### src/rtl/aurora_pkg.sv
// aurora_pkg: shared types for the Aurora TX arbiter.
// Holds the arbiter FSM state encoding and the cfg_mode codes.
// No ports; imported by aurora_arb_pick and aurora_tx_arb.
package aurora_pkg;

  typedef enum logic [1:0] {
    ST_IDLE  = 2'd0,
    ST_PASS  = 2'd1,
    ST_GAP   = 2'd2,
    ST_FLUSH = 2'd3
  } state_e;

  localparam logic [1:0] MODE_S0   = 2'd0;  // s0 only
  localparam logic [1:0] MODE_S1   = 2'd1;  // s1 only (loopback)
  localparam logic [1:0] MODE_RR   = 2'd2;  // round-robin
  localparam logic [1:0] MODE_PRIO = 2'd3;  // s0 priority

endpackage

### src/rtl/aurora_arb_pick.sv
// aurora_arb_pick: combinational source selection for the Aurora TX arbiter.
// Ports: req_i = {s1 valid, s0 valid}, mode_i = cfg_mode code, last_i = last
//        granted source; grant_o = chosen source index, valid_o = a source is eligible.
module aurora_arb_pick
  import aurora_pkg::*;
(
  input  logic [1:0] req_i,
  input  logic [1:0] mode_i,
  input  logic       last_i,
  output logic       grant_o,
  output logic       valid_o
);

  always_comb begin
    grant_o = 1'b0;
    valid_o = 1'b0;
    case (mode_i)
      MODE_S0: begin
        valid_o = req_i[0];
      end
      MODE_S1: begin
        valid_o = req_i[1];
        grant_o = 1'b1;
      end
      MODE_RR: begin
        valid_o = |req_i;
        // On a tie, hand the bus to whichever source did not own it last.
        if (&req_i) grant_o = ~last_i;
        else        grant_o = req_i[1];
      end
      default: begin
        valid_o = |req_i;
        grant_o = ~req_i[0];
      end
    endcase
  end

endmodule

### src/rtl/aurora_tx_arb.sv
// aurora_tx_arb: two-source AXI-Stream packet arbiter feeding the Aurora TX.
// Ports: user_clk/sys_reset (async active-high), channel_up, cfg_mode/cfg_gap,
//        s0/s1 AXI-Stream slaves, m AXI-Stream master, grant/busy, stat_* counters.
// Optional macro AURORA_TX_ARB_STATS_EN enables the stat_* counters (else tied to 0).
module aurora_tx_arb
  import aurora_pkg::*;
#(
  parameter int DATA_W = 32,
  parameter int GAP_W  = 16
) (
  input  logic              user_clk,
  input  logic              sys_reset,
  input  logic              channel_up,
  input  logic [1:0]        cfg_mode,
  input  logic [GAP_W-1:0]  cfg_gap,
  input  logic              s0_axis_tvalid,
  input  logic [DATA_W-1:0] s0_axis_tdata,
  input  logic              s0_axis_tlast,
  output logic              s0_axis_tready,
  input  logic              s1_axis_tvalid,
  input  logic [DATA_W-1:0] s1_axis_tdata,
  input  logic              s1_axis_tlast,
  output logic              s1_axis_tready,
  output logic              m_axis_tvalid,
  output logic [DATA_W-1:0] m_axis_tdata,
  output logic              m_axis_tlast,
  input  logic              m_axis_tready,
  output logic              grant,
  output logic              busy,
  output logic [31:0]       stat_pkt0,
  output logic [31:0]       stat_pkt1,
  output logic [31:0]       stat_flush
);

  state_e             state_q, state_d;
  logic               grant_q, grant_d;
  logic               last_q, last_d;     // round-robin history, resets to 1 so s0 wins first tie
  logic [GAP_W-1:0]   gap_q, gap_d;       // sampled gap, then counted down in GAP

  logic               pick_gnt, pick_vld;
  logic               sel_vld, sel_last, sel_rdy;
  logic [DATA_W-1:0]  sel_data;
  logic               pkt_done, flush_done;

  aurora_arb_pick u_pick (
    .req_i   ({s1_axis_tvalid, s0_axis_tvalid}),
    .mode_i  (cfg_mode),
    .last_i  (last_q),
    .grant_o (pick_gnt),
    .valid_o (pick_vld)
  );

  assign sel_vld  = grant_q ? s1_axis_tvalid : s0_axis_tvalid;
  assign sel_last = grant_q ? s1_axis_tlast  : s0_axis_tlast;
  assign sel_data = grant_q ? s1_axis_tdata  : s0_axis_tdata;

  // A tlast handshake in PASS completes the packet even if channel_up drops that cycle.
  assign pkt_done   = (state_q == ST_PASS)  && sel_vld && m_axis_tready && sel_last;
  assign flush_done = (state_q == ST_FLUSH) && sel_vld && sel_last;

  assign grant = grant_q;
  assign busy  = (state_q != ST_IDLE);

  always_comb begin
    state_d       = state_q;
    grant_d       = grant_q;
    last_d        = last_q;
    gap_d         = gap_q;
    sel_rdy       = 1'b0;
    m_axis_tvalid = 1'b0;
    m_axis_tdata  = '0;
    m_axis_tlast  = 1'b0;
    case (state_q)
      ST_IDLE: begin
        if (channel_up && pick_vld) begin
          state_d = ST_PASS;
          grant_d = pick_gnt;
          last_d  = pick_gnt;
          gap_d   = cfg_gap;
        end
      end
      ST_PASS: begin
        m_axis_tvalid = sel_vld;
        m_axis_tdata  = sel_data;
        m_axis_tlast  = sel_last;
        sel_rdy       = m_axis_tready;
        if (pkt_done) begin
          state_d = (gap_q != '0) ? ST_GAP : ST_IDLE;
        end else if (!channel_up) begin
          state_d = ST_FLUSH;
        end
      end
      ST_GAP: begin
        // gap_q is nonzero on entry; the last GAP cycle is the one that sees 1.
        gap_d = gap_q - GAP_W'(1);
        if (gap_q == GAP_W'(1)) state_d = ST_IDLE;
      end
      ST_FLUSH: begin
        sel_rdy = 1'b1;
        if (flush_done) state_d = ST_IDLE;
      end
      default: begin
        state_d = ST_IDLE;
      end
    endcase
    s0_axis_tready = sel_rdy && !grant_q;
    s1_axis_tready = sel_rdy &&  grant_q;
  end

  always_ff @(posedge user_clk or posedge sys_reset) begin
    if (sys_reset) begin
      state_q <= ST_IDLE;
      grant_q <= 1'b0;
      last_q  <= 1'b1;
      gap_q   <= '0;
    end else begin
      state_q <= state_d;
      grant_q <= grant_d;
      last_q  <= last_d;
      gap_q   <= gap_d;
    end
  end

`ifdef AURORA_TX_ARB_STATS_EN
  logic [31:0] pkt0_q, pkt1_q, flush_q;

  // Free-running counters; natural 32-bit wrap.
  always_ff @(posedge user_clk or posedge sys_reset) begin
    if (sys_reset) begin
      pkt0_q  <= '0;
      pkt1_q  <= '0;
      flush_q <= '0;
    end else begin
      if (pkt_done && !grant_q) pkt0_q  <= pkt0_q + 32'd1;
      if (pkt_done &&  grant_q) pkt1_q  <= pkt1_q + 32'd1;
      if (flush_done)           flush_q <= flush_q + 32'd1;
    end
  end

  assign stat_pkt0  = pkt0_q;
  assign stat_pkt1  = pkt1_q;
  assign stat_flush = flush_q;
`else
  assign stat_pkt0  = '0;
  assign stat_pkt1  = '0;
  assign stat_flush = '0;
`endif

endmodule

### config.mk
export PLATFORM = sky130hd
export DESIGN_NAME = aurora_tx_arb
export DESIGN_NICKNAME = d
export VERILOG_FILES = /design/src/rtl/aurora_pkg.sv /design/src/rtl/aurora_arb_pick.sv /design/src/rtl/aurora_tx_arb.sv
export SDC_FILE = /design/constraint.sdc
export NUM_CORES = 1
export LEC_CHECK = 0
export CAP_MARGIN = 20
export CORE_ASPECT_RATIO = 1.75
export CORE_MARGIN = 10
export CORE_UTILIZATION = 32
export DETAILED_ROUTE_END_ITERATION = 6
export PLACE_DENSITY = 0.9
export SLEW_MARGIN = 20
export SYNTH_ARGS = -nofsm -noshare
export SYNTH_HDL_FRONTEND = slang
export SYNTH_SLANG_ARGS = --single-unit
### constraint.sdc
create_clock -name user_clk -period 2.2 [get_ports user_clk]
set_input_delay 0.22 -clock user_clk [delete_from_list [all_inputs] [get_ports user_clk]]
set_output_delay 0.22 -clock user_clk [all_outputs]
set_load 0.05 [all_outputs]
==> results by group <==
Run status
  • Status: complete, no violations

Floorplan
  • Row cnt: 43
  • Initial Util: 0.324
  • Core area: 7860 um2
  • Die ar.: 12,100 um2
  • Ports: 224
  • Die W: 87.4 um
  • Die Ht: 138 um

CTS
  • Clk sinks: 20
  • Htree depth: 1
  • Clk_lat worst skew: 0.26 ns
  • Clk pin slew, worst setup/hold paths: 0.06 ns
  • Clock root buffer: clkbuf_16
  • Num CTS Buffers: 3
  • CTS Hold Bufs: 0
  • Max clock buf depth: 2
  • Setup bufs post-CTS: 0
  • Post_cts resized: 0
  • TritonCTS clock tree: done

Layout
  • Ant. Diodes: 0
  • Fill cell count: 711
  • Syn-to-layout area delta: 61.9%
  • Layout cells sized above 1: 0.197
  • Non-Filler Instances: 541
  • Nets: 544

STA
  • Max_slew headroom: 0.462
  • Period Utilization, post-route: 0.897
  • Fmax achieved: 506 MHz
  • Final count of pins violating max slew: 0
  • Final min period: 1.97 ns
  • Setup TNS Final: 0 ns
  • Setup violators final: 0
  • RSZ-0062 raised after global routing: false
  • Final hold slack: 0.454 ns
  • Tightest Pin Transition: 0.806 ns
  • Final hold viol count: 0
  • Fin Clk Skew: 0.00683 ns

Route
  • DR WL/cell: 17.9 um
  • Vias/cell: 4.63
  • Antenna Nets Post-Route: 0
  • Remaining DRCs: 0
  • Routed vias: 2,506
  • First-pass DRT Iterations: 4
  • Routed WL: 9.66 mm
  • Initial detailed-routing violation count: 143

Synth
  • Seq/Total Area, Yosys: 0.197
  • Syn Area/Cell: 7.85 um2
  • Post-synthesis cell area: 2540 um2
  • Cells after Synth: 324
  • Post-synth ARST share: 1.00
  • Compound-cell area share of the yosys netlist: 0.112
  • YS warnings: 0
  • Number of enable flip-flop cells after synthesis: 0
  • Adder-Cell Fraction of Synth Area: 0.00984
  • Largest family of logic cells by synthesized area: buffers and inverters
  • Post-synthesis xor/xnor area fraction: 0.00344
  • Simple-Gate Fraction of Synth Area: 0.210
  • Unique masters post-synth: 49
  • Flops & latches, synth: 20
  • Synth Flop Type: dfrtp_1
  • Post-synthesis mux area share: 0.142

Worst setup path
  • CP Data Arrival Time: 1.75 ns
  • Setup CP Type: flip-flop to primary output
  • Critical path peak fanout: 9
  • Worst EP required: 1.98 ns
  • Startpoint class of the critical path: flip-flop
  • Critical Path Sink Type: primary output

Worst hold path
  • Hold WC Path Type: primary input to asynchronous set/reset pin

Placed design
  • # port buffers: 127
  • Placer Congestion: 0.849
  • Placed cell count: 537
  • Detail Placement HPWL: 8.70 mm

Global routing
  • Antenna violations before repair: 0
  • Gr usage total: 0.146
  • First-pass GRT wire length: 14.0 mm
  • GR Overflow Total: 0
  • Largest net degree at the start of global routing: 38
  • Vias in the first global route: 2,701

Power
  • Peak supply drop: 0.572 mV
  • Static leakage: 0.00179 uW
  • Power consumption: 4680 uW
  • Power per standard cell area: 1140 nW/um2

Run
  • Max cap viols: 0
-- area by class of cell --
type                            count  area (um2)  area share
Multi-Input combinational cell    279        1650       0.400
Clock buffer                        4        88.8      0.0216
Sequential cell                    20         503       0.122
Timing Repair Buffer              139        1730       0.421
Inverter                            9        33.8     0.00820
Tap cell                           90         113      0.0273
-- layer usage --
layer | track usage | share of wire | vias up
met4 | 0.0320 | 0.0086 | 0
li1 | - | - | 1175
met2 | 0.267 | 0.50 | 189
met1 | 0.118 | 0.28 | 1137
met3 | 0.114 | 0.21 | 5
met5 | 0 | 0 | -
-- layout by cell type (no fill, tap or decap), types with 2 or more instances in the layout --
cell type	instances
nand3_1	7
a21o_1	2
inv_1	9
o211ai_1	2
nor2b_1	2
mux2i_1	36
or4_1	3
a22oi_1	2
o311ai_0	3
clkbuf_16	3
buf_12	37
o32a_1	2
ha_1	2
nor4_1	2
nor2_1	18
a21oi_1	5
a211oi_1	2
nand4_1	5
nor2_2	28
or3_1	3
a211o_1	2
clkdlybuf4s50_1	91
nand2_1	11
buf_4	11
dfrtp_1	18
nor3_1	11
nand2b_1	4
o311a_1	2
nand3b_1	2
conb_1	96
nor3b_1	2
o21ai_0	6
-- path summary, 6_finish.rpt --
kind	from	end	slack [ns]	cells after the start
worst min-delay path	sys_reset	gap_q[12]	0.45	2
worst max-delay path	state_q[0]	busy	0.23	2
worst max register to register	gap_q[0]	gap_q[14]	0.24	6
max in group asynchronous	sys_reset	grant	1.20	2
min in group user_clk	last_q	last_q	0.53	1
worst min register to register	last_q	last_q	0.53	1
-- critical path, cell delays in order (launching register included) --
cell and delay (ns):
dfrtp_1 0.48, or2_4 0.19, clkdlybuf4s50_1 0.82
-- synth_stat cells (2+ instances only) --
cell type | n | area share
a211o_1 | 2 | 0.0069
a211oi_1 | 2 | 0.0059
a21o_1 | 2 | 0.0059
a21oi_1 | 5 | 0.0098
a22oi_1 | 2 | 0.0059
buf_2 | 6 | 0.012
buf_4 | 98 | 0.29
clkbuf_1 | 7 | 0.010
dfrtp_1 | 19 | 0.19
ha_1 | 2 | 0.0098
inv_1 | 9 | 0.013
mux2i_1 | 36 | 0.14
nand2_1 | 11 | 0.016
nand2b_1 | 5 | 0.012
nand3_1 | 7 | 0.014
nand3b_1 | 2 | 0.0059
nand4_1 | 5 | 0.012
nor2_1 | 46 | 0.068
nor2b_1 | 2 | 0.0049
nor3_1 | 11 | 0.022
nor3b_1 | 2 | 0.0059
nor4_1 | 2 | 0.0049
o211ai_1 | 2 | 0.0059
o21ai_0 | 6 | 0.012
o311a_1 | 2 | 0.0079
o311ai_0 | 3 | 0.010
o32a_1 | 2 | 0.0079
or3_1 | 3 | 0.0074
or4_1 | 3 | 0.0089
-- through the flow --
stage	utilization	worst slack, ns	area [um2]
floorplan	-	0.0900	2970
global placement	0.513	0.164	4030
detailed placement	0.513	0.0790	4030
CTS	0.524	0.207	4120
global route	0.524	0.0626	4120
finish	0.524	0.226	4120
-- registers in the layout (all words and copies together) (netlist names) --
name	cells
grant	1
state_q	2
last_q	1
gap_q	16
-- report_power, final --
part           internal, uW  switching, uW  total (uW)
Clock                   278            148         426
Combinational          1430           2020        3440
Sequential              556            259         815
-- logic make-up after synthesis --
logic type | count (synthesis)
AOI/OAI and AO/OA | 38
xor gates and xnor gates | 1
adders and majority gates | 2
buffers and inverters | 120
DFF | 20
muxes | 36
other | 1
and+or+nand+nor | 106
Power figures use the tool's default switching activity.
